$ cat src/rtl/aq_mmu_pkg.sv
// Shared MMU definitions: refill arbiter state encoding, default field widths
// and a clog2 helper for deriving index widths.
package aq_mmu_pkg;

  typedef enum logic [1:0] {
    ST_IDLE  = 2'b00,
    ST_REQ   = 2'b01,
    ST_WAIT  = 2'b10,
    ST_DRAIN = 2'b11
  } arb_st_e;

  localparam int unsigned DEF_VPN_W  = 28;
  localparam int unsigned DEF_ASID_W = 16;

  // Never returns less than 1 so a single-bit index always exists.
  function automatic int unsigned clog2(input int unsigned n);
    int unsigned r;
    r = 0;
    while ((32'd1 << r) < n) r++;
    if (r == 0) r = 1;
    return r;
  endfunction

endpackage

$ cat src/rtl/aq_mmu_rr_pick.sv
// Combinational round-robin selector: first asserted request at or above
// rr_ptr, wrapping from NUM_CH-1 back to 0.
module aq_mmu_rr_pick
  import aq_mmu_pkg::*;
#(
  parameter int unsigned NUM_CH = 2,
  parameter int unsigned CH_W   = clog2(NUM_CH)
) (
  input  logic [NUM_CH-1:0] req,
  input  logic [CH_W-1:0]   rr_ptr,
  output logic [NUM_CH-1:0] grant,
  output logic [CH_W-1:0]   idx,
  output logic              vld
);

  logic [CH_W-1:0] cand;

  always_comb begin
    grant = '0;
    idx   = '0;
    vld   = 1'b0;
    cand  = '0;
    for (int unsigned i = 0; i < NUM_CH; i++) begin
      cand = CH_W'((32'(rr_ptr) + i) % NUM_CH);
      if (!vld && req[cand]) begin
        vld         = 1'b1;
        grant[cand] = 1'b1;
        idx         = cand;
      end
    end
  end

endmodule

$ cat src/rtl/aq_mmu_utlb_refill_arb.sv
// N-channel uTLB -> JTLB refill arbiter: round-robin pick, one outstanding
// refill, response routing to the owner, abort/flush handling in flight.
module aq_mmu_utlb_refill_arb
  import aq_mmu_pkg::*;
#(
  parameter int unsigned NUM_CH = 2,
  parameter int unsigned VPN_W  = DEF_VPN_W,
  parameter int unsigned ASID_W = DEF_ASID_W,
  parameter int unsigned CH_W   = clog2(NUM_CH)
) (
  input  logic                     forever_cpuclk,
  input  logic                     cpurst_b,
  input  logic [NUM_CH-1:0]        utlb_arb_req,
  input  logic [NUM_CH*VPN_W-1:0]  utlb_arb_vpn,
  input  logic [NUM_CH*ASID_W-1:0] utlb_arb_asid,
  input  logic [NUM_CH*2-1:0]      utlb_arb_mode,
  input  logic [NUM_CH-1:0]        utlb_arb_read,
  input  logic [NUM_CH-1:0]        utlb_arb_mach,
  input  logic [NUM_CH-1:0]        utlb_arb_cmplt,
  input  logic                     tlboper_xx_clr,
  input  logic                     jtlb_arb_ack,
  input  logic                     jtlb_arb_cmplt,
  input  logic                     jtlb_arb_pavld,
  input  logic                     jtlb_arb_pgflt,
  input  logic                     jtlb_arb_acc_err,
  output logic [NUM_CH-1:0]        arb_utlb_grant,
  output logic                     arb_jtlb_req,
  output logic [VPN_W-1:0]         arb_jtlb_vpn,
  output logic [ASID_W-1:0]        arb_jtlb_asid,
  output logic [1:0]               arb_jtlb_mode,
  output logic                     arb_jtlb_read,
  output logic                     arb_jtlb_mach,
  output logic [CH_W-1:0]          arb_jtlb_ch,
  output logic [NUM_CH-1:0]        jtlb_utlb_ref_cmplt,
  output logic [NUM_CH-1:0]        jtlb_utlb_ref_pavld,
  output logic [NUM_CH-1:0]        jtlb_utlb_pgflt,
  output logic [NUM_CH-1:0]        jtlb_utlb_acc_err,
  output logic [1:0]               arb_top_cur_st
);

  arb_st_e             state_q, state_d;
  logic [CH_W-1:0]     rr_ptr_q, rr_ptr_d;
  logic [CH_W-1:0]     owner_q, owner_d;
  logic [VPN_W-1:0]    vpn_q, vpn_d;
  logic [ASID_W-1:0]   asid_q, asid_d;
  logic [1:0]          mode_q, mode_d;
  logic                read_q, read_d;
  logic                mach_q, mach_d;
  logic [NUM_CH-1:0]   rsp_cmplt_q, rsp_cmplt_d;
  logic [NUM_CH-1:0]   rsp_pavld_q, rsp_pavld_d;
  logic [NUM_CH-1:0]   rsp_pgflt_q, rsp_pgflt_d;
  logic [NUM_CH-1:0]   rsp_acc_err_q, rsp_acc_err_d;

  logic [NUM_CH-1:0]   pick_grant;
  logic [CH_W-1:0]     pick_idx;
  logic                pick_vld;
  logic                kill;
  logic [CH_W-1:0]     rr_next;

  aq_mmu_rr_pick #(
    .NUM_CH (NUM_CH),
    .CH_W   (CH_W)
  ) u_rr_pick (
    .req    (utlb_arb_req),
    .rr_ptr (rr_ptr_q),
    .grant  (pick_grant),
    .idx    (pick_idx),
    .vld    (pick_vld)
  );

  always_comb begin
    state_d       = state_q;
    rr_ptr_d      = rr_ptr_q;
    owner_d       = owner_q;
    vpn_d         = vpn_q;
    asid_d        = asid_q;
    mode_d        = mode_q;
    read_d        = read_q;
    mach_d        = mach_q;
    rsp_cmplt_d   = '0;
    rsp_pavld_d   = '0;
    rsp_pgflt_d   = '0;
    rsp_acc_err_d = '0;
    arb_utlb_grant = '0;

    // Only the owner's withdraw counts; other channels' aborts are ignored.
    kill = utlb_arb_cmplt[owner_q] | tlboper_xx_clr;
    if (32'(owner_q) == NUM_CH - 1) rr_next = '0;
    else                            rr_next = owner_q + CH_W'(1);

    unique case (state_q)
      ST_IDLE: begin
        if (pick_vld) begin
          arb_utlb_grant = pick_grant;
          owner_d        = pick_idx;
          for (int unsigned i = 0; i < NUM_CH; i++) begin
            if (pick_idx == CH_W'(i)) begin
              vpn_d  = utlb_arb_vpn[i*VPN_W +: VPN_W];
              asid_d = utlb_arb_asid[i*ASID_W +: ASID_W];
              mode_d = utlb_arb_mode[i*2 +: 2];
              read_d = utlb_arb_read[i];
              mach_d = utlb_arb_mach[i];
            end
          end
          state_d = ST_REQ;
        end
      end
      ST_REQ: begin
        // An accepted request must still be drained even if aborted.
        if (jtlb_arb_ack)  state_d = kill ? ST_DRAIN : ST_WAIT;
        else if (kill)     state_d = ST_IDLE;
      end
      ST_WAIT: begin
        if (jtlb_arb_cmplt) begin
          state_d  = ST_IDLE;
          rr_ptr_d = rr_next;
          if (!kill) begin
            rsp_cmplt_d[owner_q]   = 1'b1;
            rsp_pavld_d[owner_q]   = jtlb_arb_pavld;
            rsp_pgflt_d[owner_q]   = jtlb_arb_pgflt;
            rsp_acc_err_d[owner_q] = jtlb_arb_acc_err;
          end
        end else if (kill) begin
          state_d = ST_DRAIN;
        end
      end
      ST_DRAIN: begin
        if (jtlb_arb_cmplt) begin
          state_d  = ST_IDLE;
          rr_ptr_d = rr_next;
        end
      end
      default: state_d = ST_IDLE;
    endcase
  end

  always_ff @(posedge forever_cpuclk) begin
    if (!cpurst_b) begin
      state_q       <= ST_IDLE;
      rr_ptr_q      <= '0;
      owner_q       <= '0;
      vpn_q         <= '0;
      asid_q        <= '0;
      mode_q        <= '0;
      read_q        <= 1'b0;
      mach_q        <= 1'b0;
      rsp_cmplt_q   <= '0;
      rsp_pavld_q   <= '0;
      rsp_pgflt_q   <= '0;
      rsp_acc_err_q <= '0;
    end else begin
      state_q       <= state_d;
      rr_ptr_q      <= rr_ptr_d;
      owner_q       <= owner_d;
      vpn_q         <= vpn_d;
      asid_q        <= asid_d;
      mode_q        <= mode_d;
      read_q        <= read_d;
      mach_q        <= mach_d;
      rsp_cmplt_q   <= rsp_cmplt_d;
      rsp_pavld_q   <= rsp_pavld_d;
      rsp_pgflt_q   <= rsp_pgflt_d;
      rsp_acc_err_q <= rsp_acc_err_d;
    end
  end

  assign arb_jtlb_req        = (state_q == ST_REQ);
  assign arb_jtlb_vpn        = vpn_q;
  assign arb_jtlb_asid       = asid_q;
  assign arb_jtlb_mode       = mode_q;
  assign arb_jtlb_read       = read_q;
  assign arb_jtlb_mach       = mach_q;
  assign arb_jtlb_ch         = owner_q;
  assign jtlb_utlb_ref_cmplt = rsp_cmplt_q;
  assign jtlb_utlb_ref_pavld = rsp_pavld_q;
  assign jtlb_utlb_pgflt     = rsp_pgflt_q;
  assign jtlb_utlb_acc_err   = rsp_acc_err_q;
  assign arb_top_cur_st      = state_q;

endmodule

$ cat config.mk
export PLATFORM = sky130hd
export DESIGN_NAME = aq_mmu_utlb_refill_arb
export DESIGN_NICKNAME = d
export VERILOG_FILES = /design/src/rtl/aq_mmu_pkg.sv /design/src/rtl/aq_mmu_rr_pick.sv /design/src/rtl/aq_mmu_utlb_refill_arb.sv
export SDC_FILE = /design/constraint.sdc
export NUM_CORES = 1
export LEC_CHECK = 0
export CORE_MARGIN = 5
export CORE_UTILIZATION = 33
export DETAILED_ROUTE_END_ITERATION = 7
export PLACE_DENSITY = 0.76
export SLEW_MARGIN = 20
export SYNTH_ARGS = -nofsm -noshare
export SYNTH_HDL_FRONTEND = slang
export SYNTH_HIERARCHICAL = 1
export SYNTH_SLANG_ARGS = --single-unit
export TNS_END_PERCENT = 30
$ cat constraint.sdc
create_clock -name forever_cpuclk -period 1.3 [get_ports forever_cpuclk]
set_input_delay 0.195 -clock forever_cpuclk [delete_from_list [all_inputs] [get_ports forever_cpuclk]]
set_output_delay 0.195 -clock forever_cpuclk [all_outputs]
set_load 0.02 [all_outputs]
==> results.cfg <==
[synth]
synthArstFlopShare = 0
ys_seq_area_frac = 0.4382
yosys_register_bits = 60
synthesis.nets = 374
yosysMostFrequentCell = dfxtp_1
synthTopCellsByArea = dfxtp_1 (44%), mux2i_1 (18%), o211a_1 (18%)
synthesis.area_mm2 = 0.002741
synthCells = 266
yosys.area.top_type = dfxtp_1
synth_enable_flop_cells = 0
yosys.cell_types.count = 25
syn_avg_cell_area_um2 = 10.31
yosysWarnings = 6
synth_flop_cell = dfxtp_1
synth.top_cell.area_share = 0.4382
yosys-top-cells-count = dfxtp_1 (60), nand2_1 (53), mux2i_1 (49)

[critical_path]
path_max_fanout = 5
cp-end-kind = register
critPathKind = register to register
arrival_ns = 1.66
cp-start-kind = register
cp_data_required_time_ns = 1.51

[layout]
drive_gt1_frac = 0.1579
nets = 561
diodes = 0
utilization = 0.6120
fillCellCount = 720
syn_to_final_growth_pct = 82.52

[grt]
antenna_found_initial = 0
grt_pass1_vias = 2807
grt.total_usage = 0.1711
overflow = 0
grt_max_degree = 61
grt_pass1_wl_mm = 13.73

[outcome]
outcome = complete, but fails checks
violations = setup timing

[placed_design]
gp_congestion = 0.7325
portBuffers = 169
dp_hpwl_mm = 6.474
pre_cts_slack_ns = -0.6847

[die]
start_util = 0.3353
core_area_mm2 = 0.008175
pin_count = 170
die-area_mm2 = 0.01023
row_count = 33
die_h_um = 101.1
die_width_um = 101.1

[clock_network]
clkSinkCount = 60
clk_path_buf_depth = 2
root_buffer = clkbuf_8
cts_hold_buf = 0
clk_pin_slew_ns = 0.06
cts-buffers-inserted = 9
h-tree-depth = 3
cts_tree = done
clk_latency_ns = 0.32

[sta]
fmax_mhz = 686.8
finClkSkew_ns = 0.007123
relSlewSlack = 0.7742
fin_crit_sh = 1.120
worst_pin_slew_ns = 0.3386
rsz0062_at_grt = yes
tns_ns = -5.218
hold_viol = 0
period_minus_slack_ns = 1.456
setup_viol = 50
report.final.slew_viol_count = 0
setup_ws_ns = -0.1560

[drt]
firstDrtPassIters = 4
dr_total_vias = 2716
drcViolationCount = 0
post_drt_wl_per_cell_um = 16.20
ant_nets = 0
wirelength_mm = 9.086
drt_iter0_drc = 50
via_per_inst = 4.841

[pwr]
p_leak_nw = 2.588
power_density_mw_per_mm2 = 1068
ir_drop_uv = 573.7

[run]
cap_violations = 0

[hold_path]
hold_class = input port to register
## cells in the final DEF, fill, tap and decap left out, drive strengths merged, types with 3 or more instances in the layout
cell,count
and2,3
clkdlybuf4s50,104
nand2b,3
dfxtp,60
clkbuf,14
mux2i,49
nor2b,3
dlygate4sd2,58
o211a,48
nand2,53
buf,34
nor2,7
a21boi,4
## layout make-up
type | count | area (µm²) | area share
inverter | 1 | 3.754 | 0.0007502
clock buffer | 12 | 165.2 | 0.03301
tap | 105 | 131.4 | 0.02626
multi-input combinational | 182 | 1455 | 0.2908
timing repair buffer | 199 | 2033 | 0.4064
clock inverter | 2 | 10.01 | 0.002000
sequential | 60 | 1205 | 0.2408
## registers in the layout, summed over array words and instances (netlist names)
| signal | cells |
|---|---|
| arb_jtlb_read | 1 |
| arb_jtlb_mode | 2 |
| jtlb_utlb_acc_err | 2 |
| jtlb_utlb_pgflt | 2 |
| arb_jtlb_vpn | 28 |
| arb_jtlb_ch | 1 |
| jtlb_utlb_ref_pavld | 2 |
| rr_ptr_q | 1 |
| arb_jtlb_asid | 16 |
| arb_top_cur_st | 2 |
| jtlb_utlb_ref_cmplt | 2 |
| arb_jtlb_mach | 1 |
## per-stage QoR
step / std cells / instance area, µm² / power (mW) / hold slack [ns]
6_report: 561 / 5004 / 5.345 / 0.1959
5_1_grt: 561 / 5004 / 5.636 / 0.1869
4_1_cts: 560 / 4927 / 5.386 / 0.1825
3_5_place_dp: 535 / 4598 / 3.885 / 0.4847
3_3_place_gp: 535 / 4598 / 3.844 / 0.4787
2_1_floorplan: 266 / 2758 / 3.016 / 0.2674
## logic make-up after synthesis
logic type	Yosys count	share of synthesized area
flip-flops	60	0.4382
buffers and inverters	24	0.05978
multiplexers	49	0.1789
AND/OR/NAND/NOR	76	0.1232
XOR/XNOR	1	0.003195
AO/OA/AOI/OAI	56	0.1967
## timing repair
item,in CTS,in global routing
setup buffers,6,1
gates resized for setup,102,16
endpoints found under the hold margin,0,0
endpoints found under the setup margin,111,56
gates cloned,5,1
pin swaps,9,9
## final timing paths
check / start / slack, ns / depth (start not counted) / end
max: rr_ptr_q / -0.16 / 7 / arb_jtlb_asid[15]
min: cpurst_b / 0.20 / 2 / arb_jtlb_vpn[23]
max reg2reg: rr_ptr_q / -0.16 / 7 / arb_jtlb_asid[15]
min reg2reg: arb_jtlb_asid[2] / 0.49 / 1 / arb_jtlb_asid[2]
## worst max-delay path, cell delays in order, from the launching register on
cell and delay [ns]:
dfxtp_2 0.34, inv_2 0.06, a21boi_4 0.20, buf_6 0.18, buf_12 0.13, mux2i_2 0.22, nand2_1 0.08, o211a_1 0.12
## report_power, final
group / internal (mW) / leakage (nW) / switching, mW / total (mW)
logic: 0.942 / 2.00 / 0.797 / 1.74
registers: 2.04 / 0.497 / 0.0984 / 2.14
clock network: 0.820 / 0.0941 / 0.648 / 1.47
total: 3.80 / 2.59 / 1.54 / 5.35
## routing by layer
metal / vias up / global-route usage / share of wire
li1: 1323 / - / -
met1: 1274 / 0.1877 / 0.39
met2: 108 / 0.3023 / 0.51
met3: 11 / 0.06129 / 0.091
met4: 0 / 0.06339 / 0.014
met5: - / 0 / 0
Note: power is estimated with default switching activity, not from simulation.
